==> src/rtl/mldsa_arb_pkg.sv <==
// rtl/mldsa_arb_pkg.sv - shared FSM state type and AHB transfer-type constants for the ML-DSA AHB arbiter
package mldsa_arb_pkg;

  typedef enum logic [1:0] {
    IDLE = 2'd0,
    ADDR = 2'd1,
    DATA = 2'd2,
    RESP = 2'd3
  } arb_state_e;

  localparam logic [1:0] HTRANS_IDLE   = 2'b00;
  localparam logic [1:0] HTRANS_NONSEQ = 2'b10;

endpackage

==> src/rtl/mldsa_rr_picker.sv <==
// rtl/mldsa_rr_picker.sv - combinational round-robin picker: first set request at or after rr_ptr_i
module mldsa_rr_picker #(
  parameter int NUM_REQ = 2
) (
  input  logic [NUM_REQ-1:0]         req_i,
  input  logic [$clog2(NUM_REQ)-1:0] rr_ptr_i,
  output logic                       valid_o,
  output logic [$clog2(NUM_REQ)-1:0] grant_o
);

  localparam int IW = $clog2(NUM_REQ);

  logic [2*NUM_REQ-1:0] dbl;
  logic [IW:0]          sum;

  // Rotating the doubled vector puts rr_ptr_i at bit 0; scanning from the top
  // lets the lowest offset overwrite, so the nearest requester wins.
  always_comb begin
    valid_o = 1'b0;
    grant_o = '0;
    sum     = '0;
    dbl     = {req_i, req_i} >> rr_ptr_i;
    for (int i = NUM_REQ - 1; i >= 0; i--) begin
      sum = {1'b0, rr_ptr_i} + (IW+1)'(i);
      if (sum >= (IW+1)'(NUM_REQ)) begin
        sum = sum - (IW+1)'(NUM_REQ);
      end
      if (|(dbl & ((2*NUM_REQ)'(1) << i))) begin
        valid_o = 1'b1;
        grant_o = sum[IW-1:0];
      end
    end
  end

endmodule

==> src/rtl/mldsa_ahb_arbiter.sv <==
// rtl/mldsa_ahb_arbiter.sv - round-robin req/ack to AHB-lite master arbiter for the ML-DSA slave port
// Optional grant locking for atomic multi-word loads is enabled by defining MLDSA_ARB_LOCK_EN.
module mldsa_ahb_arbiter
  import mldsa_arb_pkg::*;
#(
  parameter int NUM_REQ        = 2,
  parameter int AHB_ADDR_WIDTH = 18,
  parameter int AHB_DATA_WIDTH = 64
) (
  input  logic                                          clk,
  input  logic                                          rst_b,
  input  logic [NUM_REQ-1:0]                            req_i,
  input  logic [NUM_REQ-1:0]                            write_i,
  input  logic [NUM_REQ-1:0][2:0]                       size_i,
  input  logic [NUM_REQ-1:0][AHB_ADDR_WIDTH-1:0]        addr_i,
  input  logic [NUM_REQ-1:0][AHB_DATA_WIDTH-1:0]        wdata_i,
  input  logic [NUM_REQ-1:0]                            lock_i,
  output logic [NUM_REQ-1:0]                            ack_o,
  output logic [AHB_DATA_WIDTH-1:0]                     rdata_o,
  output logic                                          err_o,
  output logic [AHB_ADDR_WIDTH-1:0]                     haddr_o,
  output logic [AHB_DATA_WIDTH-1:0]                     hwdata_o,
  output logic                                          hsel_o,
  output logic                                          hwrite_o,
  output logic [1:0]                                    htrans_o,
  output logic [2:0]                                    hsize_o,
  output logic                                          hready_o,
  input  logic                                          hresp_i,
  input  logic                                          hreadyout_i,
  input  logic [AHB_DATA_WIDTH-1:0]                     hrdata_i
);

  localparam int IW = $clog2(NUM_REQ);

  arb_state_e                state_q;
  logic [IW-1:0]             rr_ptr_q;
  logic [IW-1:0]             rr_ptr_d;
  logic [IW-1:0]             grant_q;
  logic [IW-1:0]             grant_d;
  logic                      start_d;
  logic                      pick_valid;
  logic [IW-1:0]             pick_grant;
  logic [NUM_REQ-1:0]        ack_q;
  logic [AHB_DATA_WIDTH-1:0] rdata_q;
  logic                      err_q;
  logic [AHB_ADDR_WIDTH-1:0] haddr_q;
  logic [AHB_DATA_WIDTH-1:0] hwdata_q;
  logic                      hsel_q;
  logic                      hwrite_q;
  logic [1:0]                htrans_q;
  logic [2:0]                hsize_q;

`ifdef MLDSA_ARB_LOCK_EN
  logic                      lock_q;
`else
  logic                      unused_lock;
  assign unused_lock = ^lock_i;
`endif

  mldsa_rr_picker #(
    .NUM_REQ (NUM_REQ)
  ) u_picker (
    .req_i    (req_i),
    .rr_ptr_i (rr_ptr_q),
    .valid_o  (pick_valid),
    .grant_o  (pick_grant)
  );

  assign rr_ptr_d = (grant_q == IW'(NUM_REQ - 1)) ? '0 : grant_q + 1'b1;

  // A held lock bypasses the rotation: only the locked requester may start.
  always_comb begin
    start_d = pick_valid;
    grant_d = pick_grant;
`ifdef MLDSA_ARB_LOCK_EN
    if (lock_q) begin
      start_d = req_i[grant_q];
      grant_d = grant_q;
    end
`endif
  end

  always_ff @(posedge clk) begin
    if (!rst_b) begin
      state_q  <= IDLE;
      rr_ptr_q <= '0;
      grant_q  <= '0;
      ack_q    <= '0;
      rdata_q  <= '0;
      err_q    <= 1'b0;
      haddr_q  <= '0;
      hwdata_q <= '0;
      hsel_q   <= 1'b0;
      hwrite_q <= 1'b0;
      htrans_q <= HTRANS_IDLE;
      hsize_q  <= '0;
`ifdef MLDSA_ARB_LOCK_EN
      lock_q   <= 1'b0;
`endif
    end else begin
      ack_q <= '0;
      case (state_q)
        IDLE: begin
          if (start_d) begin
            grant_q  <= grant_d;
            haddr_q  <= addr_i[grant_d];
            hwrite_q <= write_i[grant_d];
            hsize_q  <= size_i[grant_d];
            hwdata_q <= wdata_i[grant_d];
            hsel_q   <= 1'b1;
            htrans_q <= HTRANS_NONSEQ;
            state_q  <= ADDR;
          end
        end
        ADDR: begin
          if (hreadyout_i) begin
            hsel_q   <= 1'b0;
            htrans_q <= HTRANS_IDLE;
            state_q  <= DATA;
          end
        end
        DATA: begin
          if (hreadyout_i) begin
            rdata_q <= hrdata_i;
            err_q   <= hresp_i;
            ack_q   <= NUM_REQ'(1) << grant_q;
            state_q <= RESP;
          end
        end
        RESP: begin
`ifdef MLDSA_ARB_LOCK_EN
          lock_q <= lock_i[grant_q];
          if (!lock_i[grant_q]) begin
            rr_ptr_q <= rr_ptr_d;
          end
`else
          rr_ptr_q <= rr_ptr_d;
`endif
          state_q <= IDLE;
        end
        default: state_q <= IDLE;
      endcase
    end
  end

  assign ack_o    = ack_q;
  assign rdata_o  = rdata_q;
  assign err_o    = err_q;
  assign haddr_o  = haddr_q;
  assign hwdata_o = hwdata_q;
  assign hsel_o   = hsel_q;
  assign hwrite_o = hwrite_q;
  assign htrans_o = htrans_q;
  assign hsize_o  = hsize_q;
  assign hready_o = hreadyout_i;

endmodule

==> config.mk <==
export PLATFORM = sky130hd
export DESIGN_NAME = mldsa_ahb_arbiter
export DESIGN_NICKNAME = d
export VERILOG_FILES = /design/src/rtl/mldsa_arb_pkg.sv /design/src/rtl/mldsa_rr_picker.sv /design/src/rtl/mldsa_ahb_arbiter.sv
export SDC_FILE = /design/constraint.sdc
export NUM_CORES = 1
export LEC_CHECK = 0
export CORE_AREA = 2 2 157 159
export DETAILED_ROUTE_END_ITERATION = 8
export DIE_AREA = 0 0 159 161
export GPL_TIMING_DRIVEN = 0
export PLACE_DENSITY = 0.67
export RECOVER_POWER = 100
export SYNTH_ARGS = -nofsm -noshare
export SYNTH_HDL_FRONTEND = slang
export SYNTH_SLANG_ARGS = --single-unit
==> constraint.sdc <==
create_clock -name clk -period 1.5 [get_ports clk]
set_input_delay 0.45 -clock clk [delete_from_list [all_inputs] [get_ports clk]]
set_output_delay 0.45 -clock clk [all_outputs]
set_load 0.1 [all_outputs]
# [After elaboration in Yosys (flattened, before gate mapping)]
# Cells that the tools add are included.
[op_classes] mux=25 n_reduce_logical=7 n_addsub=4 shifts=2 order_cmp=3 n_eq_ne=6
[ops] cell="2-to-1 mux 64 bit" n=2
[ops] cell="2-to-1 mux 18 bit" n=2
[ops] cell="2-to-1 mux 1 bit" n=11
[ops] cell="2-to-1 mux 2 bit" n=5
[ops] cell="AND reduction 3 bit" n=3
[ops] cell="one-hot mux 2 bit (4 select lines)" n=1
[ops] cell="2-to-1 mux 3 bit" n=2
[ops] cell="inequality test 2 bit (second input constant)" n=3
[ops] cell="== test 2 bit (second input constant)" n=2
[ops] cell="one-hot mux 2 bit (2 select lines)" n=1
[ops] cell="AND reduction 2 bit" n=2
[ops] cell=">> shifter 4 x 1 -> 2 bit" n=1
[ops] cell="adder 1 x 1 -> 2 bit (second input constant)" n=1
[ops] cell="== test 2 x 1 -> 1 bit (second input constant)" n=1
[ops] cell="greater-or-equal comparator 1 x 2 -> 1 bit (second input constant)" n=1
[ops] cell="greater-or-equal comparator 2 bit (second input constant)" n=1
[ops] cell="zero test 2 bit" n=1
[ops] cell="less-than comparator 1 x 2 -> 1 bit (second input constant)" n=1
[ops] cell="one-hot mux 1 bit (2 select lines)" n=1
[ops] cell="nonzero test 2 bit" n=1
[ops] cell="<< shifter 1 x 1 -> 2 bit (first input constant)" n=1
[ops] cell="subtractor 1 bit (second input constant)" n=2
[ops] cell="adder 1 bit (second input constant)" n=1
[word_totals] regBits=160 input_bits=244 output_inout_bits=157 elab_cells=59

# [Depth between registers and ports, before layout]
[depth] depth_word=7 ltp_mapped=8 ltp_nobuf=5

# [Modules after synthesis]
# Synthesis repeated with hierarchy kept, for this count alone.
[hier_totals] cells_unflattened=710 area_unflattened_um2=6944.2
[modules_own_cells] mod="mldsa_ahb_arbiter" cells_per_inst=707 area_per_inst_um2=6926.6 seq_area_each_um2=3163.0 instances=1
[modules_own_cells] mod="mldsa_rr_picker" cells_per_inst=3 area_per_inst_um2=17.5 seq_area_each_um2=0.0 instances=1

# [Worst setup path after synthesis]
# Ideal clock, no wire load.
[synth_timing] path_type="reg-to-output" from="register htrans_q[1] (netlist: htrans_o[1])" to="output port htrans_o[1]" n_path_buf=1 t_arrival_ps=1387 path_stages_with_launch=2 required_ps=1050 path_slack_ps=-337 path_cell_list="dfxtp_1 > buf_4"
[synth_lines] item="start, declared" line_no="mldsa_ahb_arbiter.sv:50" rtl="logic [1:0] htrans_q;"
[synth_lines] item="start signal, assigned" line_no="mldsa_ahb_arbiter.sv:95" rtl="htrans_q <= HTRANS_IDLE;"
[synth_lines] item="start signal, assigned" line_no="mldsa_ahb_arbiter.sv:111" rtl="htrans_q <= HTRANS_NONSEQ;"
[synth_lines] item="start signal, assigned" line_no="mldsa_ahb_arbiter.sv:118" rtl="htrans_q <= HTRANS_IDLE;"
[synth_lines] item="end, declared" line_no="mldsa_ahb_arbiter.sv:25" rtl="output logic [1:0] htrans_o,"
# No word-level cell between the ends.

# [Final worst setup path]
[layout_timing] from="register state_q[0]" to="register state_q[0]"
[layout_via] elab_chain_cells=3 elab_cells_between_ends=9 cone_classes="eq/ne (6); mux (1); reduce/logical (2)"
[layout_rtl] item="start, declared" line_no="mldsa_ahb_arbiter.sv:35" rtl="arb_state_e state_q;"
[layout_rtl] item="start signal, assigned" line_no="mldsa_ahb_arbiter.sv:85" rtl="state_q <= IDLE;"
[layout_rtl] item="start signal, assigned" line_no="mldsa_ahb_arbiter.sv:112" rtl="state_q <= ADDR;"
[layout_rtl] item="start signal, assigned" line_no="mldsa_ahb_arbiter.sv:119" rtl="state_q <= DATA;"
[layout_rtl] item="== test 2 x 1 -> 1 bit (tied with other cells)" line_no="mldsa_ahb_arbiter.sv:102" rtl="case (state_q)"
[layout_rtl] item="inequality test 2 bit (no source line)"
[layout_rtl] item="AND reduction 3 bit (no source line)"
# Several ways; a longest one is shown, not always the timed one.
# A chain may end at the register's enable or synchronous reset.

==> metrics.txt <==
Post-synth EDFFs=0; failing checks=setup timing; Die W=159 um; Synth Net Count=1072; Via Count=7812; Die Area=about 0.026 mm^2; fin crit period=1510 ps; complex-gate fraction of the synthesized area=0.359; Fill cells=roughly 2300; most frequent cell after synthesis=dfxtp_1; PD cells=approximately 2000 mW/mm^2; max-slew violation count=0; Reg-to-Reg Start=state_q[0]; fin cells=around 1600; Total GRT Usage=0.211; slowest cell on the critical path=or3b_4; synthesized area per cell=slightly above 8 um^2; Post-synth ARST share=0; mux contribution to synthesized area=0.00150; outcome=finished, violations left; nets=about 1500; crit path cell chain=inv_6, ha_4, or3b_4, o21a_1, o211a_1; RR Endpoint=state_q[0]; Area growth, synth to finish=90.5%; CTS Root Cell=clkbuf_16; layout cells sized above 1=0.239; Die Y-Extent=161 um; Worst Hold Depth=2; critical path's top delay family=simple AND/OR/NAND/NOR gates; row count=57; CTS tree=built; first-pass GRT wire length=42.6 mm; Max Clk Rate=between 0.6 and 0.7 GHz; WL final=between 20 and 30 mm; Worst-path clk slew=70 ps; setup ws final=-5.31 ps; Max clock buf depth=2; Lkg Pwr=around 0.0048 uW; global route overflow=0; #FFs+latches synth=between 150 and 200; Critical Path Sink Type=register; DRT Pass-1 Iters=4; dpl cells=approximately 1500; core outline area=approximately 0.024 mm^2; Vias/cell=approximately 5; Synth Cell Area=between 0.006 and 0.007 mm^2; largest net degree at the start of global routing=17; worst r2r path cells=5; DRC=0; Yosys warnings=0; initial antenna violation count=1; clk sinks=158; Data required, critical path=about 1800 ps; Synth Instances=around 800; MaxCap Viol Count=0; # IOs=about 400; initial core utilization=0.279; dpl hpwl=about 21 mm; final hold violations=0; vias in the first global route=roughly 7700; most frequent cells after synthesis=dfxtp_1 (158), o21ai_0 (151), nand2_1 (135), a21oi_1 (86), a31oi_1 (86); Area contributors post-synth=dfxtp_1 (47%), o21ai_0 (11%), a31oi_1 (8.0%); maximum vdd drop=between 1 and 1.5 mV; Critical Path AT=approximately 1800 ps; Worst slew margin=0.627; antenna-violating nets left=0; worst skew pair latency=between 400 and 500 ps; Synth Area in Adders=0.00935; GPL Wtd Cong=approximately 0.9; Worst Max-Slew Pin Slew=roughly 560 ps; H-tree depth=4; pre-CTS setup slack=-1360 ps; WP buf/inv=1; Setup crit start kind=register; Synth top area share=0.473; Tcrit/Tclk final=1.00; Seq/Total Area, Yosys=0.473; FF-to-FF setup slack=-5 ps; Post-Synth Simple-Gate Area=0.0847; First DRT Iteration DRCs=between 300 and 400; per-cell routed wire length=~18 um; Synth Area in XOR/XNOR=0; Hold WC Path Type=in2reg; total CTS buffers=17; CP peak stage delay=roughly 420 ps; Finished Core Util=0.532; buffers added on ports=between 300 and 400; top_reg_cell synth=dfxtp_1; WHS Endpoint=htrans_o[1]; worst min-delay path startpoint=hreadyout_i; final setup vio count=2; synth unique cells=31; Synth area leader=dfxtp_1; largest family of logic cells by synthesized area=compound AO/OA/AOI/OAI gates; Clock Skew=9.96 ps; Critical Path Fanout Max=4; RSZ-0062 raised after global routing=yes; Crit Path Category=reg2reg
-- report_power, final --
part | switching, uW | leakage [uW] | total, uW | internal, uW
clock network | 1970 | 0.000298 | 4650 | 2680
registers | 865 | 0.00131 | 6120 | 5260
logic | 10300 | 0.00323 | 15200 | 4900
total | 13100 | 0.00484 | 26000 | 12800
-- timing repair --
action,CTS,global route
hold buffers,0,0
setup buffers,3,5
cloned,0,0
resized for setup,1173,179
pin swaps,1,3
setup endpoints to repair,307,186
-- state kept, by name, summed over array words and instances, names as in the netlist --
register and flops:
hwrite_o 1, htrans_o 1, state_q 2, rr_ptr_q 1, haddr_o 18, rdata_o 64
hwdata_o 64, err_o 1, grant_q 1, ack_o 2, hsize_o 3
-- cell type report --
class	count	area (um^2)	share of cell area
diodes	1	2.50	0.000196
plain buffers	91	597	0.0468
clock buffers	17	425	0.0334
clock inverters	14	196	0.0154
inverters	4	22.5	0.00177
multi-input cells	570	3120	0.245
flip-flops and latches	158	3200	0.251
well taps	324	405	0.0318
repair buffers	403	4770	0.374
-- layer usage --
layer / up-vias / part of all wire / GRT usage
li1: 3777 / - / -
met1: 3625 / 0.41 / 0.247
met5: - / 0 / 0
met3: 48 / 0.076 / 0.0668
met2: 362 / 0.49 / 0.363
met4: 0 / 0.027 / 0.0764
-- cell families (layout without fill, tap and decap cells) --
| family | after synthesis | count (layout) |
|---|---|---|
| adder cells (fa/ha/maj) | 5 | 5 |
| buffers and inverters | 95 | 529 |
| other | 1 | 2 |
| multiplexers | 1 | 1 |
| AND/OR/NAND/NOR | 145 | 145 |
| flip-flops | 158 | 158 |
| AO/OA/AOI/OAI | 418 | 418 |
-- worst max-delay path by stage --
stage | slack, ps | start | end | cells after the start
global placement | -1350 | hreadyout_i | hready_o | 3
CTS | -30 | htrans_o[1] | htrans_o[1] | 2
floorplan | 10 | htrans_o[1] | htrans_o[1] | 1
detailed placement | -1360 | hreadyout_i | hready_o | 3
finish | -5 | state_q[0] | state_q[0] | 5
global route | -90 | state_q[0] | rdata_o[36] | 7
-- per-stage QoR --
step	power (uW)	hold slack [ps]	instance area, um^2	setup TNS [ps]
global route	27000	349	12700	-266
detailed placement	19300	444	11100	-150260
global placement	19300	440	11100	-145500
finish	26000	362	12700	-8.82
CTS	25100	419	12100	-62.8
floorplan	15600	421	6690	0
-- cells in the final DEF, fill, tap and decap left out, drive strengths merged, types with 3 or more instances in the layout --
| master | count |
|---|---|
| ha | 5 |
| nor2 | 4 |
| o21ai | 174 |
| a21boi | 65 |
| a21oi | 86 |
| dfxtp | 158 |
| clkbuf | 69 |
| a31oi | 86 |
| inv | 11 |
| bufinv | 3 |
| buf | 204 |
| nand2 | 135 |
| clkdlybuf4s50 | 237 |
Power figures use the tool's default switching activity.
